===== src/rtl/uart_apb_pkg.sv =====
// rtl/uart_apb_pkg.sv - shared APB widths, responder state encoding and defaults
package uart_apb_pkg;

  localparam int ADDR_W = 32;
  localparam int DATA_W = 32;

  localparam logic [DATA_W-1:0] UNMAPPED_DEFAULT = 32'hDEADBEEF;

  typedef enum logic [1:0] {
    ST_IDLE = 2'd0,
    ST_WAIT = 2'd1,
    ST_RESP = 2'd2
  } state_t;

endpackage


===== src/rtl/apb_reg_responder.sv =====
// rtl/apb_reg_responder.sv - APB completer with a zeroed word bank, programmable wait states
// and a saturating count of accesses outside the mapped window.
module apb_reg_responder
  import uart_apb_pkg::*;
#(
  parameter logic [15:0]       BASE_HI       = 16'h0123,
  parameter int                AW            = 4,
  parameter logic [DATA_W-1:0] UNMAPPED_DATA = UNMAPPED_DEFAULT
) (
  input  logic              clk,
  input  logic              reset_n,
  input  logic [ADDR_W-1:0] paddr,
  input  logic              penable,
  input  logic              pwrite,
  input  logic [DATA_W-1:0] pwdata,
  output logic [DATA_W-1:0] prdata,
  output logic              pready,
  input  logic [3:0]        wait_cfg,
  output logic              busy,
  output logic [7:0]        err_count
);

  state_t            state;
  state_t            state_nxt;
  logic              penable_q;
  logic [3:0]        wcnt;
  logic [ADDR_W-1:0] cap_addr;
  logic              cap_write;
  logic [DATA_W-1:0] cap_wdata;
  logic [DATA_W-1:0] bank [2**AW];

  logic              accept;
  logic              enter_resp;
  logic [ADDR_W-1:0] use_addr;
  logic              use_write;
  logic [DATA_W-1:0] use_wdata;
  logic              mapped;
  logic [AW-1:0]     idx;
  logic              unused_addr_bits;

  assign accept = (state == ST_IDLE) && penable && !penable_q;

  // A zero-wait transfer commits on its acceptance edge, before the capture
  // registers are loaded, so the live bus values are used in that case.
  assign use_addr  = (state == ST_IDLE) ? paddr  : cap_addr;
  assign use_write = (state == ST_IDLE) ? pwrite : cap_write;
  assign use_wdata = (state == ST_IDLE) ? pwdata : cap_wdata;

  assign mapped = (use_addr[31:16] == BASE_HI);
  assign idx    = use_addr[AW+1:2];
  assign unused_addr_bits = ^{use_addr[15:AW+2], use_addr[1:0]};

  assign pready = (state == ST_RESP);
  assign busy   = (state != ST_IDLE);

  always_comb begin
    state_nxt  = state;
    enter_resp = 1'b0;
    case (state)
      ST_IDLE: begin
        if (accept) begin
          if (wait_cfg == 4'd0) begin
            state_nxt  = ST_RESP;
            enter_resp = 1'b1;
          end else begin
            state_nxt = ST_WAIT;
          end
        end
      end
      ST_WAIT: begin
        if (wcnt == 4'd1) begin
          state_nxt  = ST_RESP;
          enter_resp = 1'b1;
        end
      end
      ST_RESP: state_nxt = ST_IDLE;
      default: state_nxt = ST_IDLE;
    endcase
  end

  always_ff @(posedge clk or negedge reset_n) begin
    if (!reset_n) begin
      state     <= ST_IDLE;
      penable_q <= 1'b0;
      wcnt      <= 4'd0;
      cap_addr  <= '0;
      cap_write <= 1'b0;
      cap_wdata <= '0;
      prdata    <= '0;
      err_count <= 8'd0;
      for (int i = 0; i < 2**AW; i++) begin
        bank[i] <= '0;
      end
    end else begin
      state     <= state_nxt;
      penable_q <= penable;

      if (accept) begin
        wcnt      <= wait_cfg;
        cap_addr  <= paddr;
        cap_write <= pwrite;
        cap_wdata <= pwdata;
      end else if (state == ST_WAIT) begin
        wcnt <= wcnt - 4'd1;
      end

      if (enter_resp) begin
        if (mapped) begin
          if (use_write) begin
            bank[idx] <= use_wdata;
          end else begin
            prdata <= bank[idx];
          end
        end else begin
          if (!use_write) begin
            prdata <= UNMAPPED_DATA;
          end
          if (err_count != 8'hFF) begin
            err_count <= err_count + 8'd1;
          end
        end
      end
    end
  end

endmodule


===== config.mk =====
export PLATFORM = sky130hd
export DESIGN_NAME = apb_reg_responder
export DESIGN_NICKNAME = d
export VERILOG_FILES = /design/src/rtl/uart_apb_pkg.sv /design/src/rtl/apb_reg_responder.sv
export SDC_FILE = /design/constraint.sdc
export NUM_CORES = 1
export LEC_CHECK = 0
export CORE_MARGIN = 2
export CORE_UTILIZATION = 40
export DETAILED_ROUTE_END_ITERATION = 7
export PLACE_DENSITY_LB_ADDON = 0.15
export SETUP_SLACK_MARGIN = 0.3
export SLEW_MARGIN = 30
export SYNTH_ARGS = -nofsm -noshare
export SYNTH_HDL_FRONTEND = slang
export SYNTH_SLANG_ARGS = --single-unit

===== constraint.sdc =====
create_clock -name clk -period 6.58 [get_ports clk]
set_clock_uncertainty 0.1 [all_clocks]
set_input_delay 1.316 -clock clk [delete_from_list [all_inputs] [get_ports clk]]
set_output_delay 1.316 -clock clk [all_outputs]
set_load 0.02 [all_outputs]

==> results_dict.tcl, run 1 <==
set metrics [dict create \
    crit_type "in -> reg" \
    hold_buffers 0 \
    pwr_density_cell_nw_per_um2 369 \
    firstDrtPassIters 5 \
    hp-class "reg -> reg" \
    synthesis.nets 2148 \
    r2r_cells 7 \
    overflow 0 \
    hold_start "cap_wdata[13]$_DFFE_PN0N_" \
    synth_area_um2 27200 \
    drc 0 \
    clkTransAtPathRegs_ns 0.06 \
    die-width_um 265 \
    tightest_slew_ns 1.01 \
    fp.dieH_um 265 \
    ys_top_cells_by_area "dfrtp_1 56%, mux2_2 17%, mux2_4 4.2%" \
    via_per_inst 5.79 \
    maxCapViolations 0 \
    crit-reg2reg-launch "state[1]$_DFFE_PN0P_" \
    portBuffers 101 \
    r2r_slack_ns 2.34 \
    slowest_stage "nand2b_2" \
    finalHoldViolCount 0 \
    htree_levels 3 \
    period_share_pct 65.9 \
    relSlewSlack_pct 32.6 \
    fin_crit_ns 4.33 \
    start_util_pct 40.4 \
    grt_first_pass_wirelength_um 116000 \
    ios 114 \
    synthCells 2073 \
    holdPathStages 2 \
    post-cts-setup-buffer-count 0 \
    nFillCells 5941 \
    worstSetupStartpointType "primary input" \
    crit_path_max_fanout 33 \
    rows 95 \
    whs_endpoint "cap_wdata[13]$_DFFE_PN0N_" \
    post_synth.cell_area_avg_um2 13.1 \
    status "finished clean" \
    core_area_um2 67200 \
    slowest_delay_ns 0.61 \
    peakVddDrop_v 0.000260 \
    wl_per_cell_um 25.1 \
    yosys_warnings 0 \
    synth_edf_count 0 \
    fmax_ghz 0.231 \
    drive_above_1_share_pct 31.0 \
    clk_root_buffer_cell "clkbuf_16" \
    dp_hpwl_um 41600 \
    via_count 17500 \
    worstReg2RegEnd "bank[429]$_DFFE_PN0P_" \
    grt_pass1_vias 18400 \
    p_leak_nw 15.3 \
    finalInstanceArea_um2 31200 \
    async_reset_ff_share_pct 100 \
    critPathCaptureType "flip-flop" \
    required_ns 6.96 \
    final_common_cell "dfrtp_1" \
    dieArea_um2 70000 \
    synth_area_leader_cell "dfrtp_1" \
    slew_viol_final 0 \
    ys_ff_latch 612 \
    antenna_cells 0 \
    yosysSeqAreaShare_pct 56.4 \
    hold_slack_ns 0.374 \
    path_cells "clkdlybuf4s50_1, or4b_1, o21a_2, nor3_4, nand2b_2, buf_4, mux2_1" \
    cts_made_buffers 70 \
    ctsResizeCount 0 \
    yosysTopAreaCellShare_pct 56.4 \
    syn2layout_area_growth_pct 14.8 \
    routed_wl_um 76200 \
    clk_latency_ns 0.61 \
    grtUsageTotal_pct 21.9 \
    ant_nets 0 \
    finalSetupViolations 0 \
    clockBufferDepth 3 \
    cp.arrival_ns 4.71 \
    drt_iter0_markers 1343 \
    antenna_found_initial 2 \
    final_core_util_pct 46.4 \
    cts_tree "yes" \
    ys.flop_type "dfrtp_1" \
    cts_sinks 612 \
    fin_tns_setup_ns 0 \
    synth.distinct_cells 54 \
    placed_area_um2 28700 \
    final_cell_mix "612 x dfrtp_1, 398 x mux2_2, 265 x nand2_1" \
    cp-startpoint "paddr[3]" \
    nets 2179 \
    gp_congestion 0.739 \
    grt_max_degree 141 \
    rsz0062_at_grt "no" \
]
==> logic make-up (layout without fill, tap and decap cells) <==
family / count (synthesis) / after routing / synth area share (%)
flops: 612 / 612 / 56.4
xor+xnor: 9 / 9 / 0.290
simple gates: 357 / 357 / 5.81
buf+inv: 192 / 277 / 3.94
mux: 514 / 514 / 22.4
fa+ha+maj: 3 / 3 / 0.138
compound gates: 386 / 386 / 11.1
==> final cells by class <==
cell class	instances	area [um^2]	share of cell area, %
Clock inverter	23	243	0.779
Tap cell	873	1090	3.51
Multi-Input combinational cell	1269	10900	35.0
Sequential cell	612	15300	49.1
Timing Repair Buffer	144	1470	4.71
Clock buffer	103	2100	6.74
Inverter	7	26.3	0.0843
==> report_power, final <==
part / switching, mW / total [mW] / internal [mW]
clock: 1.58 / 3.96 / 2.37
combinational: 2.46 / 3.31 / 0.845
sequential: 0.215 / 4.24 / 4.03
==> Yosys cell counts, types with 2 or more instances <==
cell type  number
o211ai_1        2
nor4b_1         4
a31oi_1         3
nand3_1         9
mux2_1         39
or4b_1          2
buf_2          38
a22o_1         96
buf_4           4
nand2_1       269
ha_1            3
xnor2_1         4
nor4bb_1        2
o21a_1          2
nor3_1          4
o21a_2          2
o21ai_2         2
inv_1           5
nor4_1          4
nor2b_1         2
clkbuf_1       96
o32a_1         24
xor2_1          5
inv_2           2
dfrtp_1       612
nor3_4          4
buf_6          38
o22ai_1       121
a221o_1         2
mux2_4         76
nor2_1         30
mux2_2        398
o31ai_1         9
a221oi_1       96
buf_1           9
nor3b_1         3
o21ai_0        21
nand2b_1       15
==> worst max-delay path, delay by kind of cell <==
kind / cells / cell delay [ns]
buf+inv: 2 / 1.03
simple gates: 3 / 1.55
compound gates: 1 / 0.45
mux: 1 / 0.35
==> layer usage <==
layer	wire [um]	GRT usage, %	part of all wire [%]
met2	36500	36.2	48
met3	3220	3.40	4.2
met4	2030	6.62	2.7
met1	34500	29.8	45
met5	0	0	0
==> worst max-delay path by stage <==
stage               slack (ns)               endpoint
floorplan                 3.42  bank[157]$_DFFE_PN0P_
global placement          1.67  bank[347]$_DFFE_PN0P_
detailed placement        1.61  bank[322]$_DFFE_PN0P_
CTS                       2.25  bank[321]$_DFFE_PN0P_
global route              2.19  bank[429]$_DFFE_PN0P_
finish                    2.25  bank[421]$_DFFE_PN0P_
==> stage by stage <==
| step | total power [mW] | setup WS, ns | cells |
|---|---|---|---|
| floorplan | 6.19 | 3.42 | 2073 |
| global placement | 7.54 | 1.67 | 2901 |
| detailed placement | 7.60 | 1.61 | 2902 |
| CTS | 11.6 | 2.25 | 3028 |
| global route | 12.0 | 2.19 | 3031 |
| finish | 11.5 | 2.25 | 3031 |
==> registers in the layout, indices dropped and copies added (netlist names) <==
| name | flops |
|---|---|
| prdata | 32 |
| wcnt | 4 |
| bank | 512 |
| cap_wdata | 32 |
| penable_q | 1 |
| err_count | 8 |
| state | 2 |
| cap_write | 1 |
| cap_addr | 20 |
Note: power is estimated with default switching activity, not from simulation.
==> inputs of run 2 (changes only) <==
- clock period: 6.58 -> 4.3 ns (I/O delays scaled with it)
==> run 2 against run 1 <==
Net effect: total power increased by 53%; worst hold slack got worse by 0.33 ns; first-iteration DRC count decreased by 6.2%; sequential share of layout area decreased by 0.54 points; routed wire length decreased by 0.69%; critical endpoint is now busy.
==> results_dict.tcl, run 2 (synthesized netlist as in run 1, its figures left out) <==
set metrics [dict create \
    hp-class "in -> async" \
    slew_viol_final 0 \
    clockBufferDepth 3 \
    r2r_slack_ns 0.78 \
    pwr_density_cell_nw_per_um2 559 \
    cts_sinks 612 \
    ant_nets 0 \
    die-width_um 265 \
    crit_path_max_fanout 37 \
    drc 0 \
    antenna_found_initial 1 \
    regMostFlops "bank" \
    dieArea_um2 70000 \
    drive_above_1_share_pct 31.9 \
    rsz0062_at_grt "no" \
    grtUsageTotal_pct 21.9 \
    fin_cells 3060 \
    nFillCells 5838 \
    grt_max_degree 109 \
    fin_crit_ns 3.74 \
    core_area_um2 67200 \
    crit_type "reg -> out" \
    hold_buffers 0 \
    cts_tree "yes" \
    fmax_ghz 0.268 \
    final_core_util_pct 46.9 \
    fp.dieH_um 265 \
    worstSetupStartpointType "flip-flop" \
    finalSetupViolations 0 \
    period_share_pct 86.9 \
    final_cell_mix "612 x dfrtp_1, 398 x mux2_2, 265 x nand2_1" \
    dp.cells 2934 \
    antenna_cells 0 \
    routed_wl_um 75700 \
    portBuffers 101 \
    htree_levels 3 \
    dp_hpwl_um 43600 \
    post-cts-setup-buffer-count 0 \
    wl_per_cell_um 24.7 \
    drt_iter0_markers 1260 \
    peakVddDrop_v 0.000451 \
    fin_tns_setup_ns 0 \
    critPathCaptureType "output port" \
    relSlewSlack_pct 30.4 \
    grt_first_pass_wirelength_um 116000 \
    ios 114 \
    cts_made_buffers 69 \
    required_ns 3.34 \
    largest_registers "bank x512, cap_wdata x32, prdata x32" \
    gp_congestion 0.770 \
    via_per_inst 5.77 \
    tightest_slew_ns 1.04 \
    nets 2209 \
    final_common_cell "dfrtp_1" \
    hold_slack_ns 0.0457 \
    via_count 17600 \
    grt_pass1_vias 18700 \
    p_leak_nw 15.5 \
    rows 95 \
    start_util_pct 40.4 \
    finalHoldViolCount 0 \
    overflow 0 \
    largest_reg_flops 512 \
    clk_root_buffer_cell "clkbuf_16" \
    clk_latency_ns 0.61 \
    maxCapViolations 0 \
    status "finished clean" \
    clkTransAtPathRegs_ns 0.06 \
    p_total_mw 17.6 \
    syn2layout_area_growth_pct 16.0 \
    firstDrtPassIters 5 \
    ctsResizeCount 0 \
    cp.arrival_ns 2.78 \
]
## run 2: cell types whose count changed in the layout (fill, tap and decap cells not counted), sizes merged
cell      change
clkinvlp      +1
buf          +31
clkinv        -2
clkbuf        -1
## run 2: layout make-up
type / count / area, um^2 / share of cell area, %
sequential: 612 / 15300 / 48.6
timing repair buffer: 175 / 1880 / 5.96
clock buffer: 102 / 2060 / 6.55
tap: 873 / 1090 / 3.47
clock inverter: 22 / 240 / 0.762
multi-input combinational: 1269 / 10900 / 34.6
inverter: 7 / 26.3 / 0.0834
## run 2: final timing paths
kind	start	endpoint	depth (start not counted)
min in group clk	cap_wdata[13]$_DFFE_PN0N_	cap_wdata[13]$_DFFE_PN0N_	2
worst max-delay path	state[1]$_DFFE_PN0P_	busy	4
worst max register to register	state[1]$_DFFE_PN0P_	bank[492]$_DFFE_PN0P_	7
max in group asynchronous	reset_n	bank[17]$_DFFE_PN0P_	3
worst min-delay path	reset_n	prdata[7]$_DFFE_PN0P_	1
worst min register to register	cap_wdata[13]$_DFFE_PN0N_	cap_wdata[13]$_DFFE_PN0N_	2
## run 2: power breakdown
part / switching (mW) / total (mW) / internal, mW
clock: 2.38 / 5.95 / 3.57
sequential: 0.328 / 6.49 / 6.16
combinational: 3.76 / 5.17 / 1.41
## run 2: critical path: stages, from the launching register on
cell and delay [ns]:
dfrtp_1 0.52, nor2_8 0.58, inv_2 0.10, buf_4 0.33
clkdlybuf4s50_1 0.61
## run 2: per-layer routing
metal  global-route usage, %  vias up  routed length [um]  share of wire, %
met5                       0        -                   0                 0
met4                    7.26        0                2240               3.0
met3                    3.33      123                2970               3.9
met2                    36.2      366               36600                48
met1                    29.7     9400               33900                45
li1                        -     7755                   -                 -
## run 2: metrics by stage
step / area, um^2 / setup slack [ns]
6_report: 31500 / 0.564
4_1_cts: 31500 / 0.501
2_1_floorplan: 27200 / 1.60
3_5_place_dp: 29200 / 0.518
3_3_place_gp: 29100 / 0.532
5_1_grt: 31500 / 0.419
==> inputs of run 3 (changes only) <==
- GPL_ROUTABILITY_DRIVEN: default -> 1
==> results of run 3 <==
Same layout as run 2: the final DEF is identical, and so are final timing and power.
